**config.mk**
```make
export PLATFORM = sky130hd
export DESIGN_NAME = sum_display_scan
export DESIGN_NICKNAME = d
export VERILOG_FILES = /design/src/rtl/sum_display_scan.sv
export SDC_FILE = /design/constraint.sdc
export NUM_CORES = 1
export LEC_CHECK = 0
export ABC_CLOCK_PERIOD_IN_PS = 1930
export BUFFER_PORTS_ARGS = -buffer_cell sky130_fd_sc_hd__buf_2
export CAP_MARGIN = 20
export CORE_MARGIN = 3
export CORE_UTILIZATION = 50
export CTS_CLUSTER_SIZE = 24
export DETAILED_ROUTE_END_ITERATION = 8
export PLACE_DENSITY_LB_ADDON = 0.15
export SLEW_MARGIN = 20
export SYNTH_ARGS = -nofsm -noshare
export SYNTH_HDL_FRONTEND = slang
export SYNTH_SLANG_ARGS = --single-unit
```
**constraint.sdc**
```tcl
create_clock -name clk -period 1.93 [get_ports clk]
set_input_delay 0.193 -clock clk [delete_from_list [all_inputs] [get_ports clk]]
set_output_delay 0.193 -clock clk [all_outputs]
set_load 0.005 [all_outputs]
```
**src/rtl/sum_display_scan.sv**
```systemverilog
// sum_display_scan: time-multiplexed driver for a 4-digit common-anode
// seven-segment display. It shows operand A, operand B, a dash and the sum.
// The operands and the sum are latched only at frame boundaries, so one scan
// frame never mixes old and new values.
//
// Ports:
//   clk    - system clock
//   reset  - asynchronous, active-high reset
//   a, b   - 2-bit operands from the switches
//   sum    - 3-bit adder result {carry, sum}
//   hold   - 1 = keep the current snapshot at the frame boundary
//   an     - digit anodes, active-low, an[3] is the leftmost digit
//   seg    - segments {g,f,e,d,c,b,a}, active-low
//   dp     - decimal point, active-low, always off
module sum_display_scan #(
  parameter int unsigned REFRESH_DIV = 100000
) (
  input  logic       clk,
  input  logic       reset,
  input  logic [1:0] a,
  input  logic [1:0] b,
  input  logic [2:0] sum,
  input  logic       hold,
  output logic [3:0] an,
  output logic [6:0] seg,
  output logic       dp
);

  localparam int unsigned CW = (REFRESH_DIV > 1) ? $clog2(REFRESH_DIV) : 1;
  localparam logic [CW-1:0] CNT_LAST = CW'(REFRESH_DIV - 1);
  localparam logic [6:0] SEG_DASH = 7'b0111111;
  localparam logic [6:0] SEG_OFF  = 7'b1111111;

  typedef enum logic [1:0] {
    DIG_S    = 2'd0,
    DIG_DASH = 2'd1,
    DIG_B    = 2'd2,
    DIG_A    = 2'd3
  } digit_e;

  logic [CW-1:0] cnt_q, cnt_d;
  digit_e        state_q, state_d;
  logic [1:0]    snap_a_q, snap_a_d;
  logic [1:0]    snap_b_q, snap_b_d;
  logic [2:0]    snap_s_q, snap_s_d;
  logic [3:0]    an_q, an_d;
  logic [6:0]    seg_q, seg_d;
  logic          last_tick;

  function automatic logic [6:0] decode(input logic [2:0] v);
    logic [6:0] r;
    case (v)
      3'd0:    r = 7'b1000000;
      3'd1:    r = 7'b1111001;
      3'd2:    r = 7'b0100100;
      3'd3:    r = 7'b0110000;
      3'd4:    r = 7'b0011001;
      3'd5:    r = 7'b0010010;
      3'd6:    r = 7'b0000010;
      default: r = 7'b1111000;
    endcase
    return r;
  endfunction

  assign last_tick = (cnt_q == CNT_LAST);

  // Refresh counter
  always_comb begin
    cnt_d = last_tick ? '0 : cnt_q + CW'(1);
  end

  // Snapshot: reload only when the last digit of a frame finishes
  always_comb begin
    snap_a_d = snap_a_q;
    snap_b_d = snap_b_q;
    snap_s_d = snap_s_q;
    if (last_tick && (state_q == DIG_A) && !hold) begin
      snap_a_d = a;
      snap_b_d = b;
      snap_s_d = sum;
    end
  end

  // Digit-select FSM: state register
  always_ff @(posedge clk or posedge reset) begin
    if (reset) begin
      state_q  <= DIG_S;
      cnt_q    <= '0;
      snap_a_q <= '0;
      snap_b_q <= '0;
      snap_s_q <= '0;
    end else begin
      state_q  <= state_d;
      cnt_q    <= cnt_d;
      snap_a_q <= snap_a_d;
      snap_b_q <= snap_b_d;
      snap_s_q <= snap_s_d;
    end
  end

  // Digit-select FSM: next state
  always_comb begin
    state_d = state_q;
    if (last_tick) begin
      case (state_q)
        DIG_S:    state_d = DIG_DASH;
        DIG_DASH: state_d = DIG_B;
        DIG_B:    state_d = DIG_A;
        default:  state_d = DIG_S;
      endcase
    end
  end

  // Digit-select FSM: outputs (registered below, so they lag the state by one cycle)
  always_comb begin
    an_d  = 4'b1111;
    seg_d = SEG_OFF;
    case (state_q)
      DIG_S: begin
        an_d  = 4'b1110;
        seg_d = decode(snap_s_q);
      end
      DIG_DASH: begin
        an_d  = 4'b1101;
        seg_d = SEG_DASH;
      end
      DIG_B: begin
        an_d  = 4'b1011;
        seg_d = decode({1'b0, snap_b_q});
      end
      default: begin
        an_d  = 4'b0111;
        seg_d = decode({1'b0, snap_a_q});
      end
    endcase
  end

  always_ff @(posedge clk or posedge reset) begin
    if (reset) begin
      an_q  <= '1;
      seg_q <= '1;
    end else begin
      an_q  <= an_d;
      seg_q <= seg_d;
    end
  end

  assign an  = an_q;
  assign seg = seg_q;
  assign dp  = 1'b1;

endmodule

```
[Word-level counts from Yosys, hierarchy flattened]
Cells that the tools add are included.
Operators by class
  add/subtract/negate cells: 1
  multipliers: 0
  div/mod/pow operators: 0
  magnitude comparators: 0
  equality and inequality tests: 16
  shifts and indexed selects: 0
  mux-type cells: 7
  bitwise operators: 0
  reduce and logical (&&, ||, !) cells: 7
Operators with widths (number)
  $pmux W7 S4: 2
  $pmux W7 S7: 1
  $pmux W7 S3: 1
  $add A17 B1 Y17 const B: 1
  $eq A17 B17 Y1 const B: 1
  $mux W17: 1
  $eq A2 B2 Y1 const B: 6
  $pmux W4 S3: 1
  $eq A3 B3 Y1 const B: 3
  $eq A2 B1 Y1 const B: 3
  $eq A3 B2 Y1 const B: 2
  $logic_not A2 Y1: 3
  $pmux W2 S3: 1
  $eq A3 B1 Y1 const B: 1
  $logic_not A3 Y1: 1
  $logic_and A1 B1 Y1: 2
  $logic_not A1 Y1: 1
Storage, ports and cells
  bits in registers: 37
  bits in latches: 0
  bits in writable memories: 0
  memory bits (read-only): 0
  bits of input ports: 10
  logic and storage cells: 38
  memories: 0

[Depth between registers and ports, before layout]
  word-level depth: 3
  mapped depth: 7
  gate-level depth less buffers: 6

[Worst setup path before layout]
No wires, ideal clock.
  kind: reg2reg
  start: reg cnt_q[0]
  end: reg snap_a_q[0]
  library setup time: 125 ps
  data arrival time: 1721 ps
  slack: 84 ps
  stages on the path, launching flop included: 8
  path buffers: 2
  period minus slack after synthesis: 1846 ps
  cell sequence: dfrtp_1 > ha_1 > and4_4 > and4_1 > buf_6 > and3b_1 > buf_6 > mux2_4
Between the ends
  word-level cells in the longest chain between the ends: 3
Ends and longest elaborated chain
  start, declared: line 41  | logic [CW-1:0] cnt_q, cnt_d;
  start signal, assigned: line 94  | cnt_q <= cnt_d;
  $eq A17 B17 Y1: line 65  | assign last_tick = (cnt_q == CNT_LAST);
  $logic_and A1 B1 Y1 (2 in a row): line 77  | if (last_tick && (state_q == DIG_A) && !hold) begin
  end signal, assigned: line 95  | snap_a_q <= snap_a_d;
  end, declared: line 43  | logic [1:0] snap_a_q, snap_a_d;
Every way passes these cells.
A chain may end at the register's enable or synchronous reset.

[Final worst setup path]
  start: reg cnt_q[0]
  end: reg snap_b_q[1]
Between the ends
  word-level cells in the longest chain between the ends: 3
Ends and longest elaborated chain
  $eq A17 B17 Y1: line 65
  $logic_and A1 B1 Y1 (2 in a row): line 77
  end signal, assigned: line 96  | snap_b_q <= snap_b_d;
  end, declared: line 44  | logic [1:0] snap_b_q, snap_b_d;
Every way passes these cells.

==> implementation parameters <==
Parameter                              Value

Worst setup path
  Arrival time at the worst endpoint    1.99 ns
  Reg-to-reg endpoint    snap_b_q[1]$_DFFE_PP0P_
  Worst stage delay on the critical path    between 0.3 and 0.4 ns
  Cell-by-cell trace of the critical path    ha_1 -> and4_4 -> and4_1 -> and3b_1 -> buf_4 -> mux2_4
  Max stage delay cell, worst path    sky130_fd_sc_hd__dfrtp_1
  Required time at the endpoint of the critical path    roughly 2.1 ns
  Critical path launch point type    flop
  Logic depth of the worst register-to-register path    6
  Sort of element at the end of the critical path    flop
  Type of the worst setup path    reg -> reg
  Crit path max fanout    7
  Worst reg-to-reg setup slack    between 0.1 and 0.15 ns
  Reg-to-reg startpoint    cnt_q[0]$_DFF_PP0_
  Family with the most delay on the worst path    simple AND/OR/NAND/NOR gates
  Number of buffers and inverters on the critical path    1

GRT
  GR Overflow Total    0
  Initial antenna violation count    0
  Wire length of the first global-routing pass    5350 um
  Total GRT Usage    0.166
  Number of global-route vias before repair    ~1200
  Largest net degree at the start of global routing    38

Yosys
  Net count after synthesis    ~180
  Count of flip-flops with a built-in enable after synthesis    0
  Synthesized area divided by synthesized cell count    approximately 11 um2
  Share of the yosys chip area belonging to registers    0.509
  Instance count of the mapped netlist    165
  Cell Area, Synth    1850 um2
  Dominant register cell in the synthesized netlist    sky130_fd_sc_hd__dfrtp_1
  Flip-flop and latch count after synthesis    37
  Number of distinct library cells after synthesis    36
  Number of synthesis warnings    0
  Fraction of registers with async set or reset after synthesis    1.00

STA
  Final clock skew    between 0.005 and 0.006 ns
  Slew of the pin with the lowest slew margin    0.526 ns
  Final hold slack    -0.00344 ns
  Minimum clock period after layout    approximately 1.8 ns
  Unrepaired setup endpoints after global routing    no
  Number of hold violations in the final report    3
  Sum of negative setup slack    0 ns
  Highest attainable clock frequency    550 MHz
  Number of setup violations in the final report    0
  Max-slew violation count    0
  Relative max-transition margin    0.647
  Portion of the clock cycle consumed by the worst path in the final layout    0.943

Drt
  WL final    3110 um
  Remaining routing DRC violations    0
  Vias    1269
  Vias/cell    between 5 and 6
  Number of iterations in the first detailed-routing pass    4
  Routed length per instance    ~13 um
  ANT nets after route    0
  DRC marker count from the first detailed-route iteration    65

Status
  Run status    complete, but fails checks
  Violated checks    hold timing

CTS
  CTS tree    done
  Clock transition at the register clock pins on the worst setup and hold paths after CTS    ~0.07 ns
  Total of cells resized after clock tree synthesis    0
  # H-tree levels    2
  Insertion delay to the later sink of the worst-skew pair    between 0.2 and 0.3 ns
  CTS Root Cell    sky130_fd_sc_hd__clkbuf_8
  Number of hold buffers added after cts    0
  Buffer depth of the longest clock path    2
  Clock buffer count from CTS    5
  Post CTS Setup Buffer Count    0
  Total clock sinks    37

Final layout
  Syn-to-layout area delta    10.8%
  Diode insertion count for antenna repair    0
  Number of filler instances in the final layout    between 200 and 300
  Post-route non-filler standard cell count    between 200 and 250
  Final design utilization    0.595
  Area occupied by multi-input gates    approximately 800 um2
  Number of nets in the finished design    approximately 210
  Seq. cell area    roughly 940 um2
  Share of layout cells above drive strength 1    0.268

Floorplan
  I/O pins    22
  Placeable core area    approximately 3400 um2
  Floorplan row count    21
  Total die area    4460 um2
  Vertical die dimension    roughly 67 um
  Floorplan die width    roughly 67 um
  Starting density of the core    0.537

Pwr
  Maximum vdd drop    ~0.39 mV
  Switching pwr    ~0.26 mW
  Clock group share of total power    0.383
  Share of total power consumed by net switching    0.199
  Static Leak    about 0.93 nW
  Proportion of power drawn by flip-flops and latches    0.597
  Gate power share    0.019
  Power per unit of standard cell area    between 600 and 700 nW/um2
  Internal    1.04 mW

Hold path
  Hold Path Class    in -> async

Placement
  Cell Count Post-Placement    ~230
  Half-perimeter wire length after placement    approximately 2300 um
  Port Buf Inserts    20
  GPL Wtd Cong    around 0.77

Run
  Max_cap viols    0
-- area by class of cell --
cell class,count,share of cell area
multi-input combinational,110,0.390
inverter,11,0.0202
tap,46,0.0281
timing repair buffer,24,0.0636
clock buffer,8,0.0391
sequential,37,0.459
-- worst register-to-register path: stages, from the launching register on --
cell,delay (ns)
sky130_fd_sc_hd__dfrtp_1,0.39
sky130_fd_sc_hd__ha_1,0.19
sky130_fd_sc_hd__and4_4,0.24
sky130_fd_sc_hd__and4_1,0.23
sky130_fd_sc_hd__and3b_1,0.16
sky130_fd_sc_hd__buf_4,0.18
sky130_fd_sc_hd__mux2_4,0.31
-- synth_stat cells, types with 2 or more instances --
| master | count | area [um2] |
|---|---|---|
| sky130_fd_sc_hd__dfstp_2 | 11 | 289 |
| sky130_fd_sc_hd__nand3_1 | 9 | 45.0 |
| sky130_fd_sc_hd__nor2_1 | 12 | 45.0 |
| sky130_fd_sc_hd__and4_1 | 3 | 26.3 |
| sky130_fd_sc_hd__nand4_1 | 6 | 37.5 |
| sky130_fd_sc_hd__dfrtp_1 | 26 | 651 |
| sky130_fd_sc_hd__nand2_1 | 14 | 52.6 |
| sky130_fd_sc_hd__ha_1 | 9 | 113 |
| sky130_fd_sc_hd__buf_6 | 5 | 56.3 |
| sky130_fd_sc_hd__nor3_1 | 5 | 25.0 |
| sky130_fd_sc_hd__a32oi_1 | 2 | 17.5 |
| sky130_fd_sc_hd__mux2_4 | 7 | 105 |
| sky130_fd_sc_hd__xnor2_1 | 11 | 96.3 |
| sky130_fd_sc_hd__inv_1 | 11 | 41.3 |
| sky130_fd_sc_hd__nor4b_2 | 2 | 30.0 |
| sky130_fd_sc_hd__a21oi_1 | 2 | 10.0 |
| sky130_fd_sc_hd__xor2_1 | 3 | 26.3 |
| sky130_fd_sc_hd__o21ai_0 | 9 | 45.0 |
-- worst max path at each step --
stage / startpoint / endpoint / cells past startpoint
2_1_floorplan: cnt_q[0]$_DFF_PP0_ / snap_a_q[0]$_DFFE_PP0P_ / 7
3_3_place_gp: cnt_q[13]$_DFF_PP0_ / snap_b_q[0]$_DFFE_PP0P_ / 5
3_5_place_dp: cnt_q[0]$_DFF_PP0_ / snap_b_q[1]$_DFFE_PP0P_ / 6
4_1_cts: cnt_q[0]$_DFF_PP0_ / snap_b_q[1]$_DFFE_PP0P_ / 6
5_1_grt: cnt_q[0]$_DFF_PP0_ / snap_b_q[1]$_DFFE_PP0P_ / 6
6_report: cnt_q[0]$_DFF_PP0_ / snap_b_q[1]$_DFFE_PP0P_ / 6
-- state kept, by name, indices dropped and copies added, names as in the netlist --
register,count
an,4
seg,7
snap_b_q,2
cnt_q,17
state_q,2
snap_s_q,3
snap_a_q,2
-- through the flow --
stage	worst slack (ns)	total power, mW	hold WS, ns	area (um2)
5_1_grt	0.0314	1.37	0.0365	2050
3_5_place_dp	0.126	0.817	0.315	1970
6_report	0.111	1.30	-0.00344	2050
3_3_place_gp	0.165	0.816	0.313	1970
4_1_cts	0.107	1.32	0.0125	2050
2_1_floorplan	0.0843	0.804	0.341	1850
-- layout by cell type, fill, tap and decap left out, types with 2 or more instances in the layout --
cell                       count
sky130_fd_sc_hd__a21oi_1       2
sky130_fd_sc_hd__a32oi_1       2
sky130_fd_sc_hd__and4_1        3
sky130_fd_sc_hd__buf_2        20
sky130_fd_sc_hd__buf_4         4
sky130_fd_sc_hd__clkbuf_1      3
sky130_fd_sc_hd__clkbuf_8      5
sky130_fd_sc_hd__dfrtp_1      26
sky130_fd_sc_hd__dfstp_2      11
sky130_fd_sc_hd__ha_1          9
sky130_fd_sc_hd__inv_1        11
sky130_fd_sc_hd__mux2_4        7
sky130_fd_sc_hd__nand2_1      14
sky130_fd_sc_hd__nand3_1       9
sky130_fd_sc_hd__nand4_1       6
sky130_fd_sc_hd__nor2_1       12
sky130_fd_sc_hd__nor3_1        5
sky130_fd_sc_hd__nor4b_2       2
sky130_fd_sc_hd__o21ai_0       9
sky130_fd_sc_hd__xnor2_1      11
sky130_fd_sc_hd__xor2_1        3
-- kinds of logic (layout without fill, tap and decap cells) --
group,count (synthesis),count (layout),synth area share
AOI/OAI and AO/OA,19,19,0.0650
xor gates and xnor gates,14,14,0.0664
adders and majority gates,9,9,0.0610
buffers and inverters,18,43,0.0589
DFF,37,37,0.509
muxes,8,8,0.0623
other,1,1,0.00203
and+or+nand+nor,59,59,0.175
-- power by group through the flow --
stage               combinational (mW)  clock (mW)  sequential, mW
global placement                0.0261           0           0.790
finish                          0.0250       0.499           0.777
CTS                             0.0267       0.513           0.777
floorplan                       0.0137           0           0.790
global route                    0.0301       0.565           0.776
detailed placement              0.0264           0           0.790
-- metal layers --
metal  vias to the layer above  routed length [um]  global-route usage
met5                         -                   0                   0
met4                         0                  40              0.0761
met3                         4                 165              0.0658
met2                        40                1430               0.243
met1                       612                1470               0.216
li1                        613                   -                   -
Note: power is estimated with default switching activity, not from simulation.
